[src/rtl/loader_pkg.sv]
// -----------------------------------------------------------------------------
// loader_pkg
// Shared definitions for the serial instruction-memory boot loader:
//   - loader_st_e      : 3-bit loader FSM state encoding
//   - CNT_BYTES        : bytes in the little-endian word-count header
//   - WORD_BYTES       : bytes per payload word (sent MSB first)
//   - DEF_CLKS_PER_BIT : default UART bit period (50 MHz / 115200)
//   - csum_upd()       : running XOR checksum step
// -----------------------------------------------------------------------------
package loader_pkg;

  typedef enum logic [2:0] {
    ST_IDLE = 3'd0,
    ST_CNT1 = 3'd1,
    ST_DATA = 3'd2,
    ST_CSUM = 3'd3,
    ST_DONE = 3'd4,
    ST_ERR  = 3'd5
  } loader_st_e;

  localparam int CNT_BYTES        = 2;
  localparam int WORD_BYTES       = 4;
  localparam int DEF_CLKS_PER_BIT = 434;

  // One step of the frame checksum: XOR of every count and payload byte.
  function automatic logic [7:0] csum_upd(input logic [7:0] acc, input logic [7:0] data);
    return acc ^ data;
  endfunction

endpackage

[src/rtl/m_uart_rx.sv]
// -----------------------------------------------------------------------------
// m_uart_rx
// 8N1 UART receiver with a 2-flop input synchronizer.
// Ports:
//   w_clk   in  system clock
//   w_rst_n in  asynchronous active-low reset
//   w_rxd   in  asynchronous serial line, idles high
//   r_byte  out received byte, valid while r_vld is high
//   r_vld   out one-cycle pulse, one cycle after a good stop-bit sample
//   r_ferr  out one-cycle pulse when the stop bit samples low
// A falling edge starts the bit timer; the start bit is re-checked at half a
// bit so short low glitches are discarded without delivering a byte.
// -----------------------------------------------------------------------------
module m_uart_rx
  import loader_pkg::*;
#(
  parameter int CLKS_PER_BIT = DEF_CLKS_PER_BIT
) (
  input  logic       w_clk,
  input  logic       w_rst_n,
  input  logic       w_rxd,
  output logic [7:0] r_byte,
  output logic       r_vld,
  output logic       r_ferr
);

  localparam int               CNT_W   = $clog2(CLKS_PER_BIT);
  localparam logic [CNT_W-1:0] HALF_C  = CNT_W'(CLKS_PER_BIT / 2 - 1);
  localparam logic [CNT_W-1:0] FULL_C  = CNT_W'(CLKS_PER_BIT - 1);
  localparam logic [CNT_W-1:0] CNT_ONE = CNT_W'(1);

  typedef enum logic [1:0] {
    RX_IDLE  = 2'd0,
    RX_START = 2'd1,
    RX_DATA  = 2'd2,
    RX_STOP  = 2'd3
  } rx_st_e;

  rx_st_e           st_r;
  logic             rxd_meta_r;
  logic             rxd_sync_r;
  logic             rxd_prev_r;
  logic [CNT_W-1:0] cnt_r;
  logic [2:0]       bit_r;
  logic [7:0]       shift_r;

  // Synchronize the raw line and keep one delayed copy for edge detection.
  always_ff @(posedge w_clk or negedge w_rst_n) begin
    if (!w_rst_n) begin
      rxd_meta_r <= 1'b1;
      rxd_sync_r <= 1'b1;
      rxd_prev_r <= 1'b1;
    end else begin
      rxd_meta_r <= w_rxd;
      rxd_sync_r <= rxd_meta_r;
      rxd_prev_r <= rxd_sync_r;
    end
  end

  // Bit timing and deserialization; edges seen outside IDLE are ignored.
  always_ff @(posedge w_clk or negedge w_rst_n) begin
    if (!w_rst_n) begin
      st_r    <= RX_IDLE;
      cnt_r   <= '0;
      bit_r   <= 3'd0;
      shift_r <= 8'h00;
      r_byte  <= 8'h00;
      r_vld   <= 1'b0;
      r_ferr  <= 1'b0;
    end else begin
      r_vld  <= 1'b0;
      r_ferr <= 1'b0;
      case (st_r)
        RX_IDLE: begin
          cnt_r <= '0;
          bit_r <= 3'd0;
          if (rxd_prev_r && !rxd_sync_r) begin
            st_r <= RX_START;
          end
        end
        RX_START: begin
          if (cnt_r == HALF_C) begin
            cnt_r <= '0;
            // Line back high at mid-start: a glitch, not a character.
            st_r  <= rxd_sync_r ? RX_IDLE : RX_DATA;
          end else begin
            cnt_r <= cnt_r + CNT_ONE;
          end
        end
        RX_DATA: begin
          if (cnt_r == FULL_C) begin
            cnt_r   <= '0;
            shift_r <= {rxd_sync_r, shift_r[7:1]};
            bit_r   <= bit_r + 3'd1;
            if (bit_r == 3'd7) begin
              st_r <= RX_STOP;
            end
          end else begin
            cnt_r <= cnt_r + CNT_ONE;
          end
        end
        RX_STOP: begin
          if (cnt_r == FULL_C) begin
            cnt_r <= '0;
            st_r  <= RX_IDLE;
            if (rxd_sync_r) begin
              r_byte <= shift_r;
              r_vld  <= 1'b1;
            end else begin
              r_ferr <= 1'b1;
            end
          end else begin
            cnt_r <= cnt_r + CNT_ONE;
          end
        end
        default: st_r <= RX_IDLE;
      endcase
    end
  end

endmodule

[src/rtl/m_imem_loader.sv]
// -----------------------------------------------------------------------------
// m_imem_loader
// UART boot loader: receives "count(2 bytes, LE) + N words (4 bytes, MSB
// first) [+ XOR checksum]" and writes the words to instruction memory starting
// at address 0, holding the processor in reset until the image is complete.
// Ports:
//   w_clk, w_rst_n         clock, asynchronous active-low reset
//   w_rxd                  UART receive line
//   r_we/r_addr/r_wdata    one-cycle instruction-memory write port
//   r_proc_rst             processor reset, released only in DONE
//   r_busy                 header received, image not yet complete
//   r_done, r_err          sticky completion / error flags
// Build option: define LOADER_CHECKSUM_EN to expect a trailing checksum byte.
// -----------------------------------------------------------------------------
module m_imem_loader
  import loader_pkg::*;
#(
  parameter int CLKS_PER_BIT = DEF_CLKS_PER_BIT,
  parameter int ADDR_W       = 12
) (
  input  logic              w_clk,
  input  logic              w_rst_n,
  input  logic              w_rxd,
  output logic              r_we,
  output logic [ADDR_W-1:0] r_addr,
  output logic [31:0]       r_wdata,
  output logic              r_proc_rst,
  output logic              r_busy,
  output logic              r_done,
  output logic              r_err
);

`ifdef LOADER_CHECKSUM_EN
  localparam loader_st_e END_ST = ST_CSUM;
`else
  localparam loader_st_e END_ST = ST_DONE;
`endif
  // Whether finishing the payload lands directly in DONE.
  localparam logic              END_IS_DONE = (END_ST == ST_DONE) ? 1'b1 : 1'b0;
  localparam logic [ADDR_W-1:0] ADDR_ONE    = {{(ADDR_W-1){1'b0}}, 1'b1};
  localparam logic [1:0]        LAST_IDX    = 2'(WORD_BYTES - 1);

  logic [7:0]  rx_byte_s;
  logic        rx_vld_s;
  logic        rx_ferr_s;
  loader_st_e  st_r;
  logic [7:0]  cnt_lo_r;
  logic [15:0] words_left_r;
  logic [1:0]  idx_r;

  m_uart_rx #(
    .CLKS_PER_BIT(CLKS_PER_BIT)
  ) u_uart_rx (
    .w_clk  (w_clk),
    .w_rst_n(w_rst_n),
    .w_rxd  (w_rxd),
    .r_byte (rx_byte_s),
    .r_vld  (rx_vld_s),
    .r_ferr (rx_ferr_s)
  );

`ifdef LOADER_CHECKSUM_EN
  logic [7:0] csum_r;

  // Running XOR over every count and payload byte of the frame.
  always_ff @(posedge w_clk or negedge w_rst_n) begin
    if (!w_rst_n) begin
      csum_r <= 8'h00;
    end else if (rx_vld_s && ((st_r == ST_IDLE) || (st_r == ST_CNT1) || (st_r == ST_DATA))) begin
      csum_r <= csum_upd(csum_r, rx_byte_s);
    end
  end
`endif

  // Loader FSM with word assembly, address/word counters and status outputs.
  always_ff @(posedge w_clk or negedge w_rst_n) begin
    if (!w_rst_n) begin
      st_r         <= ST_IDLE;
      cnt_lo_r     <= 8'h00;
      words_left_r <= 16'h0000;
      idx_r        <= 2'd0;
      r_we         <= 1'b0;
      r_addr       <= '0;
      r_wdata      <= 32'h0000_0000;
      r_proc_rst   <= 1'b1;
      r_busy       <= 1'b0;
      r_done       <= 1'b0;
      r_err        <= 1'b0;
    end else begin
      r_we <= 1'b0;
      if (rx_ferr_s && (st_r != ST_DONE) && (st_r != ST_ERR)) begin
        st_r   <= ST_ERR;
        r_busy <= 1'b0;
        r_err  <= 1'b1;
      end else begin
        case (st_r)
          ST_IDLE: begin
            if (rx_vld_s) begin
              cnt_lo_r <= rx_byte_s;
              st_r     <= ST_CNT1;
              r_busy   <= 1'b1;
            end
          end
          ST_CNT1: begin
            if (rx_vld_s) begin
              words_left_r <= {rx_byte_s, cnt_lo_r};
              idx_r        <= 2'd0;
              if ({rx_byte_s, cnt_lo_r} == 16'h0000) begin
                st_r       <= END_ST;
                r_busy     <= ~END_IS_DONE;
                r_done     <= END_IS_DONE;
                r_proc_rst <= ~END_IS_DONE;
              end else begin
                st_r <= ST_DATA;
              end
            end
          end
          ST_DATA: begin
            // The write cycle advances the address; the next byte is at least
            // a full character away, so it never collides with this step.
            if (r_we) begin
              r_addr <= r_addr + ADDR_ONE;
              if (words_left_r == 16'h0000) begin
                st_r       <= END_ST;
                r_busy     <= ~END_IS_DONE;
                r_done     <= END_IS_DONE;
                r_proc_rst <= ~END_IS_DONE;
              end
            end else if (rx_vld_s) begin
              r_wdata <= {r_wdata[23:0], rx_byte_s};
              idx_r   <= idx_r + 2'd1;
              if (idx_r == LAST_IDX) begin
                r_we         <= 1'b1;
                words_left_r <= words_left_r - 16'd1;
              end
            end
          end
`ifdef LOADER_CHECKSUM_EN
          ST_CSUM: begin
            if (rx_vld_s) begin
              r_busy <= 1'b0;
              if (rx_byte_s == csum_r) begin
                st_r       <= ST_DONE;
                r_done     <= 1'b1;
                r_proc_rst <= 1'b0;
              end else begin
                st_r  <= ST_ERR;
                r_err <= 1'b1;
              end
            end
          end
`endif
          ST_DONE: st_r <= ST_DONE;
          ST_ERR:  st_r <= ST_ERR;
          default: begin
            st_r   <= ST_ERR;
            r_busy <= 1'b0;
            r_err  <= 1'b1;
          end
        endcase
      end
    end
  end

endmodule

[config.mk]
export PLATFORM = sky130hd
export DESIGN_NAME = m_imem_loader
export DESIGN_NICKNAME = d
export VERILOG_FILES = /design/src/rtl/loader_pkg.sv /design/src/rtl/m_uart_rx.sv /design/src/rtl/m_imem_loader.sv
export SDC_FILE = /design/constraint.sdc
export NUM_CORES = 1
export LEC_CHECK = 0
export CELL_PAD_IN_SITES_DETAIL_PLACEMENT = 0
export CELL_PAD_IN_SITES_GLOBAL_PLACEMENT = 1
export CORE_UTILIZATION = 40
export CTS_CLUSTER_SIZE = 14
export DETAILED_ROUTE_END_ITERATION = 8
export GPL_TIMING_DRIVEN = 0
export PLACE_DENSITY_LB_ADDON = 0.1
export SYNTH_ARGS = -nofsm -noshare
export SYNTH_HDL_FRONTEND = slang
export SYNTH_SLANG_ARGS = --single-unit
[constraint.sdc]
create_clock -name w_clk -period 4.44 [get_ports w_clk]
set_input_delay 0.888 -clock w_clk [delete_from_list [all_inputs] [get_ports w_clk]]
set_output_delay 0.888 -clock w_clk [all_outputs]
set_load 0.02 [all_outputs]
==> results.sh <==
export IMPL_cts_setup_buffers=0
export IMPL_hold_violations=0
export IMPL_final_area_um2=6550
export IMPL_syn_cell_area_um2=5080
export IMPL_max_slew_worst_pin_slew_ps=972
export IMPL_core_area_um2=12200
export IMPL_synth_top_cells_by_area="dfrtp_1 (54%), mux2_2 (13%), xnor2_1 (2.4%)"
export IMPL_ios=52
export IMPL_critPathCaptureType="output pin"
export IMPL_synth_nets=439
export IMPL_port_buffers=51
export IMPL_drt_iter0_markers=267
export IMPL_place_gp_congestion=0.855
export IMPL_arrival_ps=1540
export IMPL_ys_seq_area_share_pct=55.7
export IMPL_post_drt_wl_per_cell_um=16.3
export IMPL_timing_fmax_mhz=412
export IMPL_power_leakage_nw=3.01
export IMPL_utilization_pct=53.7
export IMPL_synthDistinctLibCells=61
export IMPL_totalWireLength_um=11100
export IMPL_path_cells="clkdlybuf4s50_1"
export IMPL_cts_tree="yes"
export IMPL_clock_sinks=113
export IMPL_async_flop_share_pct=100
export IMPL_fin_crit_ps=2430
export IMPL_insertion_delay_ps=410
export IMPL_regArea_um2=2830
export IMPL_reg2reg_depth=6
export IMPL_status="finished clean"
export IMPL_via_per_inst=5.29
export IMPL_cp_max_fo=8
export IMPL_critPathBufInv=1
export IMPL_synth_top_area_share_pct=53.7
export IMPL_root_buffer="clkbuf_16"
export IMPL_cpPeakStageDelay_ps=660
export IMPL_rsz0062_at_grt="false"
export IMPL_cts_repair_resize_count=0
export IMPL_clk_pin_slew_ps=50
export IMPL_cp_top_family="buffers and inverters"
export IMPL_setup_violations=0
export IMPL_finalMaxSlewViolations=0
export IMPL_crit_type="reg2out"
export IMPL_holdBufCountCts=0
export IMPL_grt_max_degree=90
export IMPL_holdWs_ps=333
export IMPL_antenna_found_initial=0
export IMPL_synth_flop_cell="dfrtp_1"
export IMPL_critPathRequiredTime_ps=3550
export IMPL_num_rows=40
export IMPL_synth_warnings=0
export IMPL_finalClockSkew_ps=6.68
export IMPL_synth_cells=428
export IMPL_dr_pass1_iters=4
export IMPL_maxSlewHeadroom_pct=34.6
export IMPL_min_delay_path_class="in2async"
export IMPL_grt_pass1_vias=3550
export IMPL_synthToLayoutAreaGrowth_pct=29.0
export IMPL_synth_most_common_cell="dfrtp_1"
export IMPL_final_nets=510
export IMPL_place_detailed_hpwl_um=7550
export IMPL_placed_area_um2=5830
export IMPL_die_h_um=115
export IMPL_grt_overflow=0
export IMPL_ys_seq_elements=113
export IMPL_vdd_drop_max_v=0.000214
export IMPL_die_x_um=115
export IMPL_multi_input_area_um2=2130
export IMPL_synth_edf_count=0
export IMPL_startpoint_type="flop"
export IMPL_die_area_um2=13200
export IMPL_cts_path_max_buffers=2
export IMPL_track_usage_pct=18.8
export IMPL_initial_core_util_pct=41.6
export IMPL_diodes=0
export IMPL_vias=3598
export IMPL_cts_buffers=17
export IMPL_p_per_area_nw_per_um2=436
export IMPL_post_route_period_util_pct=54.7
export IMPL_synth_top_cell_by_area="dfrtp_1"
export IMPL_ant_nets=0
export IMPL_slowest_stage="clkdlybuf4s50_1"
export IMPL_worst_path_stages=1
export IMPL_ctsHtreeMaxLevel=4
export IMPL_drive_above_1_share_pct=22.3
export IMPL_nFillCells=1114
export IMPL_synth_area_per_cell_um2=11.9
export IMPL_drv_cap=0
export IMPL_drcViolationCount=0
export IMPL_grt_pass1_wl_um=18700
export IMPL_synth_commonest_cells="dfrtp_1 (109), mux2_2 (60), nor2_1 (30), nand2_1 (22), o21ai_0 (22)"
==> layout by cell type, fill, tap and decap left out, types with 4 or more instances in the layout <==
master           instances
bufinv_16                8
xor2_1                   4
clkdlybuf4s50_1         50
a21oi_1                 15
nand2_1                 22
clkbuf_16               17
nand4_1                 11
and3_1                   5
nor4_1                   8
dfstp_2                  4
a2bb2oi_1                5
o21ai_0                 22
clkbuf_1                10
nor2_1                  30
nor2b_1                  5
nor3_1                  14
dfrtp_1                109
xnor2_1                 14
ha_1                     8
inv_1                   12
mux2_2                  60
nand3_1                  9
==> where the power goes <==
group | switching, W | internal [W]
combinational | 0.0000703 | 0.0000484
sequential | 0.0000238 | 0.00105
clock | 0.000483 | 0.00118
total | 0.000577 | 0.00228
==> cells by family (layout without fill, tap and decap cells) <==
logic type / count (synthesis) / count (layout) / synth area share, %
muxes: 62 / 62 / 13.7
adders and majority gates: 8 / 8 / 1.97
AOI/OAI and AO/OA: 74 / 74 / 9.63
DFF: 113 / 113 / 55.7
buffers and inverters: 29 / 113 / 2.36
xor gates and xnor gates: 18 / 18 / 3.10
and+or+nand+nor: 124 / 124 / 13.5
==> final timing paths <==
check | from | to | slack (ps)
max in group asynchronous | w_rst_n | r_proc_rst | 3380
max reg2reg | words_left_r[0] | st_r[1] | 2150
min in group w_clk | u_uart_rx.rxd_meta_r | u_uart_rx.rxd_sync_r | 350
min | w_rst_n | r_wdata[19] | 330
max | r_we | r_we | 2010
min reg2reg | u_uart_rx.rxd_meta_r | u_uart_rx.rxd_sync_r | 350
==> worst reg2reg max path: cells and delay by family, from the launching register on <==
family          cells  cell delay [ps]
mux                 1              330
compound gates      1              210
fa+ha+maj           1              210
simple gates        2              930
buf+inv             1               90
flops               1              410
==> layer usage <==
metal,wire [um],vias up,global-route usage [%]
met2,5280,76,28.9
met5,0,-,0
met4,91,0,5.97
met1,5280,1810,25.5
met3,433,6,5.56
li1,-,1706,-
==> cell type report <==
class	count	share of cell area [%]
repair buffers	52	8.23
clock inverters	14	4.33
multi-input cells	286	32.5
inverters	12	0.687
well taps	168	3.21
clock buffers	18	6.70
flip-flops and latches	113	43.2
plain buffers	17	1.15
==> stage by stage <==
stage               TNS (ps)  cells  power [W]  worst slack (ps)
detailed placement         0    648    0.00121              2170
CTS                        0    680    0.00289              1980
finish                     0    680    0.00286              2010
global placement     -207600    647    0.00121             -1890
global route               0    680    0.00296              1940
floorplan                  0    428    0.00116              2530
==> sequential cells by signal, indices dropped and copies added, names as in the netlist, named ones only <==
signal	cells
r_we	1
st_r	3
r_proc_rst	1
u_uart_rx.st_r	1
u_uart_rx.r_byte	8
u_uart_rx.rxd_sync_r	1
u_uart_rx.r_ferr	1
u_uart_rx.rxd_meta_r	1
r_wdata	32
u_uart_rx.rxd_prev_r	1
u_uart_rx.shift_r	8
idx_r	2
r_done	1
u_uart_rx.bit_r	3
u_uart_rx.cnt_r	9
r_err	1
r_addr	12
u_uart_rx.r_vld	1
cnt_lo_r	8
words_left_r	16
r_busy	1
(Power assumes the default switching activity.)
